### src/rtl/seq_pkg.sv
// Shared definitions for the serial sequence driver: FSM state encoding and
// a width helper that never returns a zero-width result.
package seq_pkg;

    // Two-state controller: waiting for a request, or shifting a frame out.
    typedef enum logic {
        ST_IDLE  = 1'b0,
        ST_SHIFT = 1'b1
    } state_t;

    // Bits needed to index 'value' items, never less than one bit.
    function automatic int clog2_min1(input int value);
        return (value <= 2) ? 1 : $clog2(value);
    endfunction

endpackage : seq_pkg

### src/rtl/bit_tick_gen.sv
// Bit-period timer for seq_serializer. While 'run' is high it counts
// 0..DIV-1 and wraps; while 'run' is low it sits at zero, so every bit
// period begins from a clean count. 'tick_first' marks count 0 and
// 'tick_last' marks count DIV-1. With DIV=1 both strobes are constant high.
module bit_tick_gen
    import seq_pkg::*;
#(
    parameter int DIV = 1
) (
    input  logic CLK,
    input  logic RST,
    input  logic run,
    output logic tick_first,
    output logic tick_last
);

    generate
        if (DIV == 1) begin : g_div1
            // Every cycle is both the first and the last cycle of its bit.
            assign tick_first = 1'b1;
            assign tick_last  = 1'b1;

            // Clock, reset and enable have no effect when no counter exists.
            logic unused_inputs;
            assign unused_inputs = ^{CLK, RST, run};
        end else begin : g_divn
            localparam int CNT_W = clog2_min1(DIV);
            localparam logic [CNT_W-1:0] CNT_LAST = CNT_W'(DIV - 1);
            localparam logic [CNT_W-1:0] CNT_ONE  = CNT_W'(1);

            logic [CNT_W-1:0] divcnt_q;
            logic [CNT_W-1:0] divcnt_d;

            // Next count: hold at zero when stopped, wrap after DIV-1.
            always_comb begin
                if (!run) begin
                    divcnt_d = '0;
                end else if (divcnt_q == CNT_LAST) begin
                    divcnt_d = '0;
                end else begin
                    divcnt_d = divcnt_q + CNT_ONE;
                end
            end

            // Counter register with synchronous reset.
            always_ff @(posedge CLK) begin
                if (RST) begin
                    divcnt_q <= '0;
                end else begin
                    divcnt_q <= divcnt_d;
                end
            end

            assign tick_first = (divcnt_q == '0);
            assign tick_last  = (divcnt_q == CNT_LAST);
        end
    endgenerate

endmodule : bit_tick_gen

### src/rtl/seq_serializer.sv
// Serial sequence driver. Captures a WIDTH-bit word on START and shifts it
// out on X, one bit per DIV clocks, LSB-first or MSB-first. LEDS is a one-hot
// marker of the bit on the line. BUSY covers the frame, BIT_VALID strobes on
// the first cycle of each bit, and DONE pulses once at each frame end. With
// REPEAT high at a frame end, a fresh DATA word is loaded and shifting
// continues with no gap.
//
// Build option: define SEQ_SERIALIZER_PARITY_EN to append an even-parity
// slot of DIV cycles after the last data bit (LEDS=0 during that slot).
//
// All outputs are decoded from registers only; no input reaches an output
// combinationally.
module seq_serializer
    import seq_pkg::*;
#(
    parameter int WIDTH     = 8,
    parameter int DIV       = 1,
    parameter bit MSB_FIRST = 1'b0
) (
    input  logic             CLK,
    input  logic             RST,
    input  logic             START,
    input  logic             REPEAT,
    input  logic [WIDTH-1:0] DATA,
    output logic             X,
    output logic [WIDTH-1:0] LEDS,
    output logic             BUSY,
    output logic             BIT_VALID,
    output logic             DONE
);

    localparam int IDX_W = clog2_min1(WIDTH);

    // Index of the first and last data bit on the line for this bit order.
    localparam logic [IDX_W-1:0] FIRST_IDX = MSB_FIRST ? IDX_W'(WIDTH - 1) : IDX_W'(0);
    localparam logic [IDX_W-1:0] LAST_IDX  = MSB_FIRST ? IDX_W'(0) : IDX_W'(WIDTH - 1);
    localparam logic [IDX_W-1:0] IDX_ONE   = IDX_W'(1);

    state_t           state_q,  state_d;
    logic [WIDTH-1:0] shadow_q, shadow_d;
    logic [IDX_W-1:0] idx_q,    idx_d;
    logic             done_q,   done_d;
`ifdef SEQ_SERIALIZER_PARITY_EN
    // High while the parity slot follows the last data bit.
    logic             par_q,    par_d;
`endif

    logic             tick_first;
    logic             tick_last;
    logic [IDX_W-1:0] next_idx;

    // Bit-period timer runs only while a frame is on the line; leaving
    // SHIFT (or reset) returns it to zero for the next frame.
    bit_tick_gen #(
        .DIV (DIV)
    ) u_bit_tick_gen (
        .CLK        (CLK),
        .RST        (RST),
        .run        (state_q == ST_SHIFT),
        .tick_first (tick_first),
        .tick_last  (tick_last)
    );

    assign next_idx = MSB_FIRST ? (idx_q - IDX_ONE) : (idx_q + IDX_ONE);

    // Next-state logic: accept a request in IDLE, step bits in SHIFT, and
    // either reload or stop at the end of each frame.
    always_comb begin
        // NOTE: every signal gets a default before the case so no path
        // leaves it unassigned; an unassigned path would infer a latch.
        state_d  = state_q;
        shadow_d = shadow_q;
        idx_d    = idx_q;
        done_d   = 1'b0;
`ifdef SEQ_SERIALIZER_PARITY_EN
        par_d    = par_q;
`endif

        case (state_q)
            ST_IDLE: begin
                if (START) begin
                    shadow_d = DATA;
                    idx_d    = FIRST_IDX;
                    state_d  = ST_SHIFT;
`ifdef SEQ_SERIALIZER_PARITY_EN
                    par_d    = 1'b0;
`endif
                end
            end

            ST_SHIFT: begin
                if (tick_last) begin
                    if (idx_q != LAST_IDX) begin
                        idx_d = next_idx;
`ifdef SEQ_SERIALIZER_PARITY_EN
                    end else if (!par_q) begin
                        // Last data bit finished: the parity slot follows.
                        par_d = 1'b1;
`endif
                    end else begin
                        // Frame complete. Reloading here keeps idx inside
                        // [0, WIDTH-1] instead of letting it wrap.
                        done_d = 1'b1;
`ifdef SEQ_SERIALIZER_PARITY_EN
                        par_d  = 1'b0;
`endif
                        if (REPEAT) begin
                            shadow_d = DATA;
                            idx_d    = FIRST_IDX;
                        end else begin
                            state_d = ST_IDLE;
                        end
                    end
                end
            end

            default: begin
                state_d = ST_IDLE;
            end
        endcase
    end

    // State registers with synchronous reset; reset mid-frame drops the
    // frame and suppresses its DONE pulse.
    always_ff @(posedge CLK) begin
        // NOTE: non-blocking assignments make every flop sample the values
        // from before the edge, independent of statement order.
        if (RST) begin
            state_q  <= ST_IDLE;
            shadow_q <= '0;
            idx_q    <= '0;
            done_q   <= 1'b0;
`ifdef SEQ_SERIALIZER_PARITY_EN
            par_q    <= 1'b0;
`endif
        end else begin
            state_q  <= state_d;
            shadow_q <= shadow_d;
            idx_q    <= idx_d;
            done_q   <= done_d;
`ifdef SEQ_SERIALIZER_PARITY_EN
            par_q    <= par_d;
`endif
        end
    end

    // Output decode from registered state only.
    always_comb begin
        X         = 1'b0;
        LEDS      = '0;
        BUSY      = 1'b0;
        BIT_VALID = 1'b0;
        if (state_q == ST_SHIFT) begin
            BUSY      = 1'b1;
            BIT_VALID = tick_first;
            X         = shadow_q[idx_q];
            LEDS      = WIDTH'(1) << idx_q;
`ifdef SEQ_SERIALIZER_PARITY_EN
            if (par_q) begin
                X    = ^shadow_q;
                LEDS = '0;
            end
`endif
        end
    end

    assign DONE = done_q;

endmodule : seq_serializer
### config.mk
export PLATFORM = sky130hd
export DESIGN_NAME = seq_serializer
export DESIGN_NICKNAME = d
export VERILOG_FILES = /design/src/rtl/seq_pkg.sv /design/src/rtl/bit_tick_gen.sv /design/src/rtl/seq_serializer.sv
export SDC_FILE = /design/constraint.sdc
export NUM_CORES = 1
export LEC_CHECK = 0
export ABC_AREA = 1
export BUFFER_PORTS_ARGS = -buffer_cell sky130_fd_sc_hd__buf_2
export CAP_MARGIN = 20
export CORE_MARGIN = 2
export CORE_UTILIZATION = 49
export DETAILED_ROUTE_END_ITERATION = 10
export GPL_ROUTABILITY_DRIVEN = 0
export PLACE_DENSITY_LB_ADDON = 0.12
export SYNTH_ARGS = -nofsm -noshare
export SYNTH_HDL_FRONTEND = slang
export SYNTH_SLANG_ARGS = --single-unit
### constraint.sdc
create_clock -name CLK -period 2 [get_ports CLK]
set_clock_uncertainty 0.1 [all_clocks]
set_input_delay 0.4 -clock CLK [delete_from_list [all_inputs] [get_ports CLK]]
set_output_delay 0.4 -clock CLK [all_outputs]
set_load 0.005 [all_outputs]
==> impl_metrics.csv <==
group,metric,value,unit
outcome,run_status,"finished clean",
power_and_ir_drop,p_sw_share,31.0,%
route,remaining_drc_errors,0,
critical_path,timing.rr.start,"idx_q[0]",
clock_network,cts_buffers,3,
placed_design,placed_area,920,sq um
global_routing,grt_pass1_vias,646,
floorplan,num_rows,14,
job,max_cap_violations,0,
critical_path,r2r-end,"shadow_q[0]",
critical_path,path_cells,"inv_4 -> nor2_1 -> inv_1 -> nor2_1 -> buf_2",
timing,hold_viol_final,0,
final_layout,regArea,263,sq um
synth,synthTopCellsByArea,"dfxtp_1 (32%), nand2_1 (16%), nor2_1 (11%), ha_1 (11%), inv_1 (10%)",
final_layout,drive_above_1_share,23.0,%
timing,setup_viol,0,
power_and_ir_drop,internal_power,0.000405,W
synth,syn-cell-area,815,sq um
route,detail_route.vias_per_cell,4.62,
timing,post-route-period-util,95.0,%
route,dr.pass1.iters,4,
timing,maxSlewHeadroom,73.1,%
timing,tightest_slew,0.402,ns
clock_network,clock_latency,0.29,ns
synth,yosysMostFrequentCell,"nand2_1",
power_and_ir_drop,comb_power_share,21.0,%
critical_path,cp-start-kind,"flop",
timing,drv_slew,0,
floorplan,pin_count,24,
critical_path,max_stage_delay,0.57,ns
timing,fmax,526,MHz
synth,synth_edf_count,0,
hold_path,hp-start,"DATA[5]",
synth,synth_top_area_share,32.0,%
synth,synthTopCellsByCount,"nand2_1 (35), nor2_1 (24), inv_1 (22), dfxtp_1 (13)",
global_routing,track_usage,18.3,%
critical_path,reg2reg_depth,8,
route,dr_total_vias,758,
hold_path,holdPathStages,3,
critical_path,cpMostUsedCell,"nor2_1",
timing,rsz0062_at_grt,"no",
power_and_ir_drop,power_leakage,0.570,nW
route,antenna_left,0,
final_layout,nNetsFinal,168,
clock_network,clock_path_buffers,2,
global_routing,grt_max_degree,17,
floorplan,die_height,44.8,um
synth,synth.avg_cell_area,6.57,sq um
synth,postSynthCellCount,124,
clock_network,h-tree-depth,1,
final_layout,stdcell_area,948,sq um
hold_path,hp-class,"in2reg",
critical_path,startpoint,"state_q",
timing,final.min_clock_period,1.90,ns
synth,synthArstFlopShare,0,%
placed_design,dp_hpwl,1170,um
critical_path,slowest_stage,"dfxtp_1",
power_and_ir_drop,seqPwrFrac,49.7,%
critical_path,endpoint,"LEDS[0]",
synth,syn-num-nets,143,
critical_path,critical_path_class,"reg2out",
synth,yosysTopAreaCell,"dfxtp_1",
clock_network,postCtsSetupBuffers,0,
power_and_ir_drop,switching_power,0.000182,W
power_and_ir_drop,p_per_area,619,nW/um^2
critical_path,endpoint_kind,"primary output",
clock_network,path_clk_slew,0.09,ns
timing,setup_tns,0,ns
final_layout,diodes,0,
synth,yosysUniqueCellTypes,17,
clock_network,ctsHoldBuffers,0,
route,routed_wl,1560,um
synth,synthFlopType,"dfxtp_1",
final_layout,synthToLayoutAreaGrowth,16.4,%
power_and_ir_drop,clkPwrFrac,29.2,%
global_routing,overflow,0,
synth,synth-seq-cells,13,
placed_design,port_buffers,23,
global_routing,antenna_found_initial,0,
final_layout,nFillCells,151,
critical_path,worst_ep_required_time,1.50,ns
clock_network,cts_tree,"yes",
route,post_drt_wl_per_cell,9.54,um
floorplan,die_area,2000,sq um
synth,yosysWarnings,0,
final_layout,multi_input_area,432,sq um
clock_network,cts_num_sinks,13,
power_and_ir_drop,ir_drop,0.000395,V
synth,ys_seq_area_share,32.0,%
clock_network,root_buffer,"clkbuf_4",
route,drtIter0Drc,19,
clock_network,ctsResizeCount,0,
critical_path,cp_max_fo,11,
floorplan,core,1520,sq um
critical_path,r2r_slack,0.40,ns
floorplan,floorplan.initialDensity,53.4,%
critical_path,critical_path_arrival,1.40,ns
floorplan,fp.dieW,44.8,um
global_routing,grt_pass1_wl,2600,um
==> critical path: cells and delay by family, from the launching register on <==
family | cells | cell delay [ns]
flops | 1 | 0.57
buf+inv | 3 | 0.30
simple gates | 2 | 0.23
==> logic make-up after synthesis <==
kind of cell | Yosys count | share of synthesized area [%]
AND/OR/NAND/NOR | 72 | 39.0
flip-flops | 13 | 32.0
adder cells (fa/ha/maj) | 7 | 10.8
buffers and inverters | 27 | 15.1
AO/OA/AOI/OAI | 5 | 3.23
==> layout make-up <==
| type | instances | share of cell area [%] |
|---|---|---|
| multi-input combinational | 84 | 45.5 |
| sequential | 13 | 27.7 |
| timing repair buffer | 23 | 12.1 |
| inverter | 24 | 9.76 |
| clock buffer | 4 | 2.77 |
| tap | 16 | 2.11 |
==> flip-flops by register name, summed over array words and instances, names as in the netlist <==
name / cells
shadow_q: 8
idx_q: 3
DONE: 1
state_q: 1
==> layout by cell type, fill, tap and decap left out <==
cell	count
ha_1	7
nand3_1	7
nand2_1	35
inv_1	22
a31oi_1	1
nand3_4	1
clkbuf_4	3
nand2_8	1
nand2_2	3
buf_2	23
a21oi_1	3
inv_4	1
nor3_1	1
o21ai_0	1
dfxtp_1	11
clkbuf_1	1
dfxtp_2	2
clkinv_1	1
nor2_1	24
==> how the worst min path moves through the flow <==
stage                        to  slack [ns]
floorplan              idx_q[1]        0.37
global placement    shadow_q[2]        0.41
detailed placement  shadow_q[2]        0.42
CTS                 shadow_q[5]        0.23
global route           idx_q[1]        0.24
finish              shadow_q[5]        0.23
==> through the flow <==
| step | util (%) | instances | total power, W | worst slack, ns | hold WS, ns |
|---|---|---|---|---|---|
| floorplan | - | 124 | 0.000394 | 0.508 | 0.369 |
| global route | 62.2 | 164 | 0.000621 | 0.00887 | 0.241 |
| CTS | 62.1 | 164 | 0.000592 | 0.0755 | 0.228 |
| detailed placement | 60.3 | 160 | 0.000421 | 0.377 | 0.417 |
| finish | 62.2 | 164 | 0.000587 | 0.101 | 0.234 |
| global placement | 60.3 | 160 | 0.000419 | 0.403 | 0.407 |
==> per-layer routing <==
layer / GRT usage (%) / share of wire (%)
met4: 15.3 / 3.1
met2: 27.5 / 43
met3: 2.40 / 5.6
met1: 23.1 / 48
met5: 0 / 0
==> power groups by stage <==
stage | Sequential, W | Clock (W) | Combinational, W
finish | 0.000292 | 0.000172 | 0.000123
global placement | 0.000297 | 0 | 0.000122
CTS | 0.000291 | 0.000176 | 0.000125
floorplan | 0.000292 | 0 | 0.000101
detailed placement | 0.000297 | 0 | 0.000124
global route | 0.000295 | 0.000182 | 0.000145
Power figures use the tool's default switching activity.
